<file path="config.mk">
export PLATFORM = sky130hd
export DESIGN_NAME = spi_target_flat
export DESIGN_NICKNAME = d
export VERILOG_FILES = /design/src/rtl/spi_pkg.sv /design/src/rtl/spi_target_if.sv /design/src/rtl/spi_sync_edge.sv /design/src/rtl/spi_target.sv /design/src/flat_wrapper.sv
export SDC_FILE = /design/constraint.sdc
export NUM_CORES = 1
export LEC_CHECK = 0
export CORE_MARGIN = 3
export CORE_UTILIZATION = 49
export CTS_CLUSTER_DIAMETER = 80
export DETAILED_ROUTE_END_ITERATION = 8
export HOLD_SLACK_MARGIN = 0.12
export PLACE_DENSITY = 0.86
export SYNTH_ARGS = -nofsm -noshare
export SYNTH_HDL_FRONTEND = slang
export SYNTH_HIERARCHICAL = 1
export SYNTH_SLANG_ARGS = --single-unit
</file>
<file path="constraint.sdc">
create_clock -name clk -period 1.4 [get_ports clk]
set_input_delay 0.28 -clock clk [delete_from_list [all_inputs] [get_ports clk]]
set_output_delay 0.28 -clock clk [all_outputs]
set_load 0.01 [all_outputs]
</file>
<file path="src/rtl/spi_pkg.sv">
// Shared types and constants for the SPI target.
package spi_pkg;

  localparam int unsigned SPI_DATA_W = 8;

  typedef enum logic [0:0] {
    StIdle,
    StShift
  } spi_target_state_e;

endpackage

</file>
<file path="src/rtl/spi_target_if.sv">
// SPI pins plus the local rx/tx byte handshake of the SPI target.
// SPI_TARGET_MISO_OE_EN adds the spi_miso_oe output.
interface spi_target_if
  import spi_pkg::*;
#(
  parameter int unsigned DATA_W = SPI_DATA_W
);

  logic              spi_sclk;
  logic              spi_cs_n;
  logic              spi_mosi;
  logic              spi_miso;
  logic [DATA_W-1:0] tx_data;
  logic              tx_valid;
  logic              tx_ready;
  logic [DATA_W-1:0] rx_data;
  logic              rx_valid;
  logic              tx_underrun;
`ifdef SPI_TARGET_MISO_OE_EN
  logic              spi_miso_oe;
`endif

  modport master (
    output spi_sclk, spi_cs_n, spi_mosi, tx_data, tx_valid,
    input  spi_miso, tx_ready, rx_data, rx_valid, tx_underrun
`ifdef SPI_TARGET_MISO_OE_EN
    , input spi_miso_oe
`endif
  );

  modport slave (
    input  spi_sclk, spi_cs_n, spi_mosi, tx_data, tx_valid,
    output spi_miso, tx_ready, rx_data, rx_valid, tx_underrun
`ifdef SPI_TARGET_MISO_OE_EN
    , output spi_miso_oe
`endif
  );

endinterface

</file>
<file path="src/rtl/spi_sync_edge.sv">
// Multi-flop synchronizer followed by one edge-detect register.
// level_o, rise_o and fall_o are all registered and mutually aligned.
module spi_sync_edge #(
  parameter int unsigned SYNC_STAGES = 2,
  parameter logic        RESET_VAL   = 1'b0
) (
  input  logic clk,
  input  logic rst,
  input  logic in_i,
  output logic level_o,
  output logic rise_o,
  output logic fall_o
);

  logic [SYNC_STAGES-1:0] sync_q;
  logic                   level_q;
  logic                   rise_q;
  logic                   fall_q;

  always_ff @(posedge clk or posedge rst) begin
    if (rst) begin
      sync_q  <= {SYNC_STAGES{RESET_VAL}};
      level_q <= RESET_VAL;
      rise_q  <= 1'b0;
      fall_q  <= 1'b0;
    end else begin
      sync_q  <= {sync_q[SYNC_STAGES-2:0], in_i};
      level_q <= sync_q[SYNC_STAGES-1];
      rise_q  <= sync_q[SYNC_STAGES-1] & ~level_q;
      fall_q  <= ~sync_q[SYNC_STAGES-1] & level_q;
    end
  end

  assign level_o = level_q;
  assign rise_o  = rise_q;
  assign fall_o  = fall_q;

endmodule

</file>
<file path="src/rtl/spi_target.sv">
// Mode-0, MSB-first SPI target with a one-byte transmit buffer.
// Optional macro SPI_TARGET_MISO_OE_EN adds spi_miso_oe and gates spi_miso with it.
module spi_target
  import spi_pkg::*;
#(
  parameter int unsigned DATA_W      = SPI_DATA_W,
  parameter int unsigned SYNC_STAGES = 2
) (
  input logic         clk,
  input logic         rst,
  spi_target_if.slave bus
);

  localparam int unsigned     CntW    = $clog2(DATA_W);
  localparam logic [CntW-1:0] LastBit = CntW'(DATA_W - 1);

  logic sclk_level, sclk_rise, sclk_fall;
  logic cs_level, cs_rise, cs_fall;
  logic mosi, mosi_rise, mosi_fall;
  logic unused_edges;

  spi_sync_edge #(.SYNC_STAGES(SYNC_STAGES), .RESET_VAL(1'b0)) u_sync_sclk (
    .clk    (clk),
    .rst    (rst),
    .in_i   (bus.spi_sclk),
    .level_o(sclk_level),
    .rise_o (sclk_rise),
    .fall_o (sclk_fall)
  );

  // CS_n idles high, so its synchronizer resets high to avoid a false cs_fall.
  spi_sync_edge #(.SYNC_STAGES(SYNC_STAGES), .RESET_VAL(1'b1)) u_sync_cs (
    .clk    (clk),
    .rst    (rst),
    .in_i   (bus.spi_cs_n),
    .level_o(cs_level),
    .rise_o (cs_rise),
    .fall_o (cs_fall)
  );

  spi_sync_edge #(.SYNC_STAGES(SYNC_STAGES), .RESET_VAL(1'b0)) u_sync_mosi (
    .clk    (clk),
    .rst    (rst),
    .in_i   (bus.spi_mosi),
    .level_o(mosi),
    .rise_o (mosi_rise),
    .fall_o (mosi_fall)
  );

  assign unused_edges = ^{sclk_level, cs_level, mosi_rise, mosi_fall};

  spi_target_state_e state_q;
  logic [CntW-1:0]   bit_cnt_q;
  logic              byte_done_q;
  logic [DATA_W-1:0] tx_shift_q;
  logic [DATA_W-1:0] rx_shift_q;
  logic [DATA_W-1:0] rx_data_q;
  logic [DATA_W-1:0] buf_q;
  logic              full_q;
  logic              miso_q;
  logic              rx_valid_q;
  logic              underrun_q;

  logic              buf_wr;
  logic              buf_load;
  logic [DATA_W-1:0] rx_next;

  assign buf_wr   = bus.tx_valid & ~full_q;
  // Load at frame start, or on the falling SCLK that follows a completed byte.
  assign buf_load = (state_q == StIdle) ? cs_fall :
                    (~cs_rise & sclk_fall & (bit_cnt_q == '0) & byte_done_q);
  assign rx_next  = {rx_shift_q[DATA_W-2:0], mosi};

  always_ff @(posedge clk or posedge rst) begin
    if (rst) begin
      state_q     <= StIdle;
      bit_cnt_q   <= '0;
      byte_done_q <= 1'b0;
      tx_shift_q  <= '0;
      rx_shift_q  <= '0;
      rx_data_q   <= '0;
      buf_q       <= '0;
      full_q      <= 1'b0;
      miso_q      <= 1'b0;
      rx_valid_q  <= 1'b0;
      underrun_q  <= 1'b0;
    end else begin
      rx_valid_q <= 1'b0;
      if (buf_wr) buf_q <= bus.tx_data;
      full_q <= buf_wr | (full_q & ~buf_load);
      if (buf_load) begin
        tx_shift_q <= full_q ? buf_q : '0;
        miso_q     <= full_q & buf_q[DATA_W-1];
        if (!full_q) underrun_q <= 1'b1;
      end
      unique case (state_q)
        StIdle: begin
          if (cs_fall) begin
            state_q     <= StShift;
            bit_cnt_q   <= '0;
            byte_done_q <= 1'b0;
          end
        end
        StShift: begin
          if (cs_rise) begin
            state_q     <= StIdle;
            bit_cnt_q   <= '0;
            byte_done_q <= 1'b0;
          end else if (sclk_rise) begin
            rx_shift_q <= rx_next;
            if (bit_cnt_q == LastBit) begin
              rx_data_q   <= rx_next;
              rx_valid_q  <= 1'b1;
              bit_cnt_q   <= '0;
              byte_done_q <= 1'b1;
            end else begin
              bit_cnt_q <= bit_cnt_q + 1'b1;
            end
          end else if (sclk_fall) begin
            if (bit_cnt_q != '0) begin
              tx_shift_q <= {tx_shift_q[DATA_W-2:0], 1'b0};
              miso_q     <= tx_shift_q[DATA_W-2];
            end else if (byte_done_q) begin
              byte_done_q <= 1'b0;
            end
          end
        end
        default: state_q <= StIdle;
      endcase
    end
  end

  assign bus.tx_ready    = ~full_q;
  assign bus.rx_data     = rx_data_q;
  assign bus.rx_valid    = rx_valid_q;
  assign bus.tx_underrun = underrun_q;

`ifdef SPI_TARGET_MISO_OE_EN
  assign bus.spi_miso_oe = (state_q == StShift);
  assign bus.spi_miso    = miso_q & (state_q == StShift);
`else
  assign bus.spi_miso    = miso_q;
`endif

endmodule

</file>
<file path="src/flat_wrapper.sv">
// flat-port wrapper written by rule: the top's interface ports become plain ports
module spi_target_flat import spi_pkg::*;
#(
  parameter int unsigned DATA_W      = SPI_DATA_W,
  parameter int unsigned SYNC_STAGES = 2
)
  (clk, rst, bus_spi_sclk, bus_spi_cs_n, bus_spi_mosi, bus_tx_data, bus_tx_valid, bus_spi_miso, bus_tx_ready, bus_rx_data, bus_rx_valid, bus_tx_underrun);
  spi_target_if #(.DATA_W(DATA_W)) bus_i ();
  input logic clk;
  input logic rst;
  input wire logic [$bits(bus_i.spi_sclk)-1:0] bus_spi_sclk;
  input wire logic [$bits(bus_i.spi_cs_n)-1:0] bus_spi_cs_n;
  input wire logic [$bits(bus_i.spi_mosi)-1:0] bus_spi_mosi;
  input wire logic [$bits(bus_i.tx_data)-1:0] bus_tx_data;
  input wire logic [$bits(bus_i.tx_valid)-1:0] bus_tx_valid;
  output wire logic [$bits(bus_i.spi_miso)-1:0] bus_spi_miso;
  output wire logic [$bits(bus_i.tx_ready)-1:0] bus_tx_ready;
  output wire logic [$bits(bus_i.rx_data)-1:0] bus_rx_data;
  output wire logic [$bits(bus_i.rx_valid)-1:0] bus_rx_valid;
  output wire logic [$bits(bus_i.tx_underrun)-1:0] bus_tx_underrun;
  assign bus_i.spi_sclk = bus_spi_sclk;
  assign bus_i.spi_cs_n = bus_spi_cs_n;
  assign bus_i.spi_mosi = bus_spi_mosi;
  assign bus_i.tx_data = bus_tx_data;
  assign bus_i.tx_valid = bus_tx_valid;
  assign bus_spi_miso = bus_i.spi_miso;
  assign bus_tx_ready = bus_i.tx_ready;
  assign bus_rx_data = bus_i.rx_data;
  assign bus_rx_valid = bus_i.rx_valid;
  assign bus_tx_underrun = bus_i.tx_underrun;
  spi_target #(.DATA_W(DATA_W), .SYNC_STAGES(SYNC_STAGES)) u_core (.clk(clk), .rst(rst), .bus(bus_i));
endmodule
</file>
==> flow_summary.toml <==
[place]
dpl_worst_slack_ps = -134.9
gp_congestion = 0.7968
dp_hpwl_mm = 2.620
io_buffers = 25
placed_area_mm2 = 0.002479
dp_cells = 243

[clock_tree]
clk_latency_ps = 310
cts_tree = "built"
numCtsBuffers = 5
clock-sinks = 52
clk_pin_slew_ps = 90
htreeDepth = 2
cts-root-buf = "clkbuf_8"
clk_path_buf_depth = 2

[synth]
avgSynthCellArea_um2 = 12.33
yosys_warnings = 6
syn_nets = 182
syn_inst = 165
netlist_area_mm2 = 0.002034

[global_route]
grt_max_degree = 40
grt_overflow = 0
grt_pass1_vias = 1497
grt_usage = 0.1915
grt_pass1_wl_mm = 7.341
antenna_found_initial = 0

[finish]
final_nets = 228
syn2layout_area_growth_pct = 33.83
antenna_cells = 0
fin_area_mm2 = 0.002723
fin_cells = 260
num-fill-cells = 241
layout_commonest_cell = "dfrtp_1"
final_core_util = 0.7116
layout_common_cells = "dfrtp_1, nand2_1, clkdlybuf4s50_1"
drive_gt1_frac = 0.3255

[pwr]
swShare = 0.3020
p_switching_mw = 1.177
ir_worst_vdd_v = 0.0008441
p_comb_frac = 0.243
seqPwrFrac = 0.549
powerDensity_mw_per_mm2 = 1432
internal-power_mw = 2.720
p_leak_nw = 1.336
power.share.clock = 0.208
power_mw = 3.897

[sta]
tns_ps = -2662
whs_ps = 236.8
skew_ps = 9.827
worstMarginPinSlew_ps = 411.9
relSlewSlack = 0.7247
final-setup-viol-count = 20
grt_setup_unrepaired = "yes"
max_freq_mhz = 623.3
hold_viol_final = 0
final_max_slew_viol_count = 0
setup_ws_ps = -204.3
period_share = 1.146
layout_min_cycle_time_ps = 1604

[detailed_routing]
num_vias = 1414
ant_nets = 0
dr.pass1.iters = 4
viasPerCell = 5.438
dr.first_iter.drc_count = 157
totalWireLength_mm = 4.370
wl_per_cell_um = 16.81
drcViolationCount = 0

[worst_setup_path]
required_ps = 1600
worst-path-max-fanout = 9
start_kind = "flip-flop"
critPathCaptureType = "flip-flop"
setup.worst_path.class = "reg2reg"
cp-startpoint = "u_core/bit_cnt_q[0]$_DFFE_PP0P_"
critPathArrivalTime_ps = 1800
reg2reg_from = "u_core/bit_cnt_q[0]$_DFFE_PP0P_"
path_cells = "inv_2 > ha_4 > nand3b_4 > buf_4 > o32a_4 > a21o_1"
critPathSlowestCell = "dfrtp_1"
cp_slowest_stage_delay_ps = 410

[floorplan]
start_util = 0.5317
io-pin-count = 26
core_mm2 = 0.003826
die_area_mm2 = 0.004961
rows = 22
die_h_um = 70.44
die_w_um = 70.44

[flow_run]
cap_violations = 0

[outcome]
status = "finished with violations"
violations = "setup timing"

[min_path]
hold_class = "in2async"
==> power by group through the flow <==
stage	logic, mW	registers, mW	clock network, mW
2_1_floorplan	0.561	2.08	0
3_3_place_gp	0.787	2.11	0
3_5_place_dp	0.842	2.14	0
4_1_cts	0.863	2.11	0.824
5_1_grt	1.02	2.18	0.901
6_report	0.946	2.14	0.811
==> registers in the layout (all words and copies together) (netlist names), 2 cells and up <==
name                       flops
u_core/u_sync_mosi/sync_q      2
u_core/u_sync_sclk/sync_q      2
u_core/bus.rx_data             8
u_core/rx_shift_q              7
u_core/u_sync_cs/sync_q        2
u_core/buf_q                   8
u_core/bit_cnt_q               3
u_core/tx_shift_q              7
==> worst max-delay path: cells and delay by family, from the launching register on <==
kind,cells,cell delay [ps]
compound gates,2,570
fa+ha+maj,1,140
buf+inv,2,250
flops,1,410
simple gates,1,120
==> path summary, 6_finish.rpt <==
path | endpoint | slack [ps] | cells past startpoint
min in group clk | u_core/u_sync_mosi/level_o$_DFF_PP0_ | 350 | 0
setup / recovery | u_core/full_q$_DFF_PP0_ | -200 | 6
max in group asynchronous | u_core/state_q$_DFF_PP0_ | 790 | 3
hold / removal | u_core/u_sync_mosi/sync_q[0]$_DFF_PP0_ | 240 | 2
setup reg to reg | u_core/full_q$_DFF_PP0_ | -200 | 6
hold reg to reg | u_core/u_sync_mosi/level_o$_DFF_PP0_ | 350 | 0
==> layout make-up <==
cell class,instances,area [um2],share of cell area
flip-flops and latches,52,1308,0.4802
multi-input cells,101,840.8,0.3088
clock inverters,1,5.005,0.001838
inverters,9,33.78,0.01241
clock buffers,7,76.32,0.02803
repair buffers,42,399.1,0.1466
well taps,48,60.06,0.02206
==> metal layers <==
layer  up-vias  part of all wire  track usage
li1        647                 -            -
met1       706              0.41       0.2316
met2        50              0.52       0.3212
met3        11             0.051      0.05468
met4         0             0.021      0.07447
met5         -                 0            0
==> what timing repair did <==
action / in CTS / in global routing
hold buffers: 0 / 0
pin swaps: 8 / 9
setup endpoints to repair: 30 / 21
gates cloned: 2 / 0
resized for setup: 17 / 10
buffers inserted: 4 / 3
Note: power is estimated with default switching activity, not from simulation.
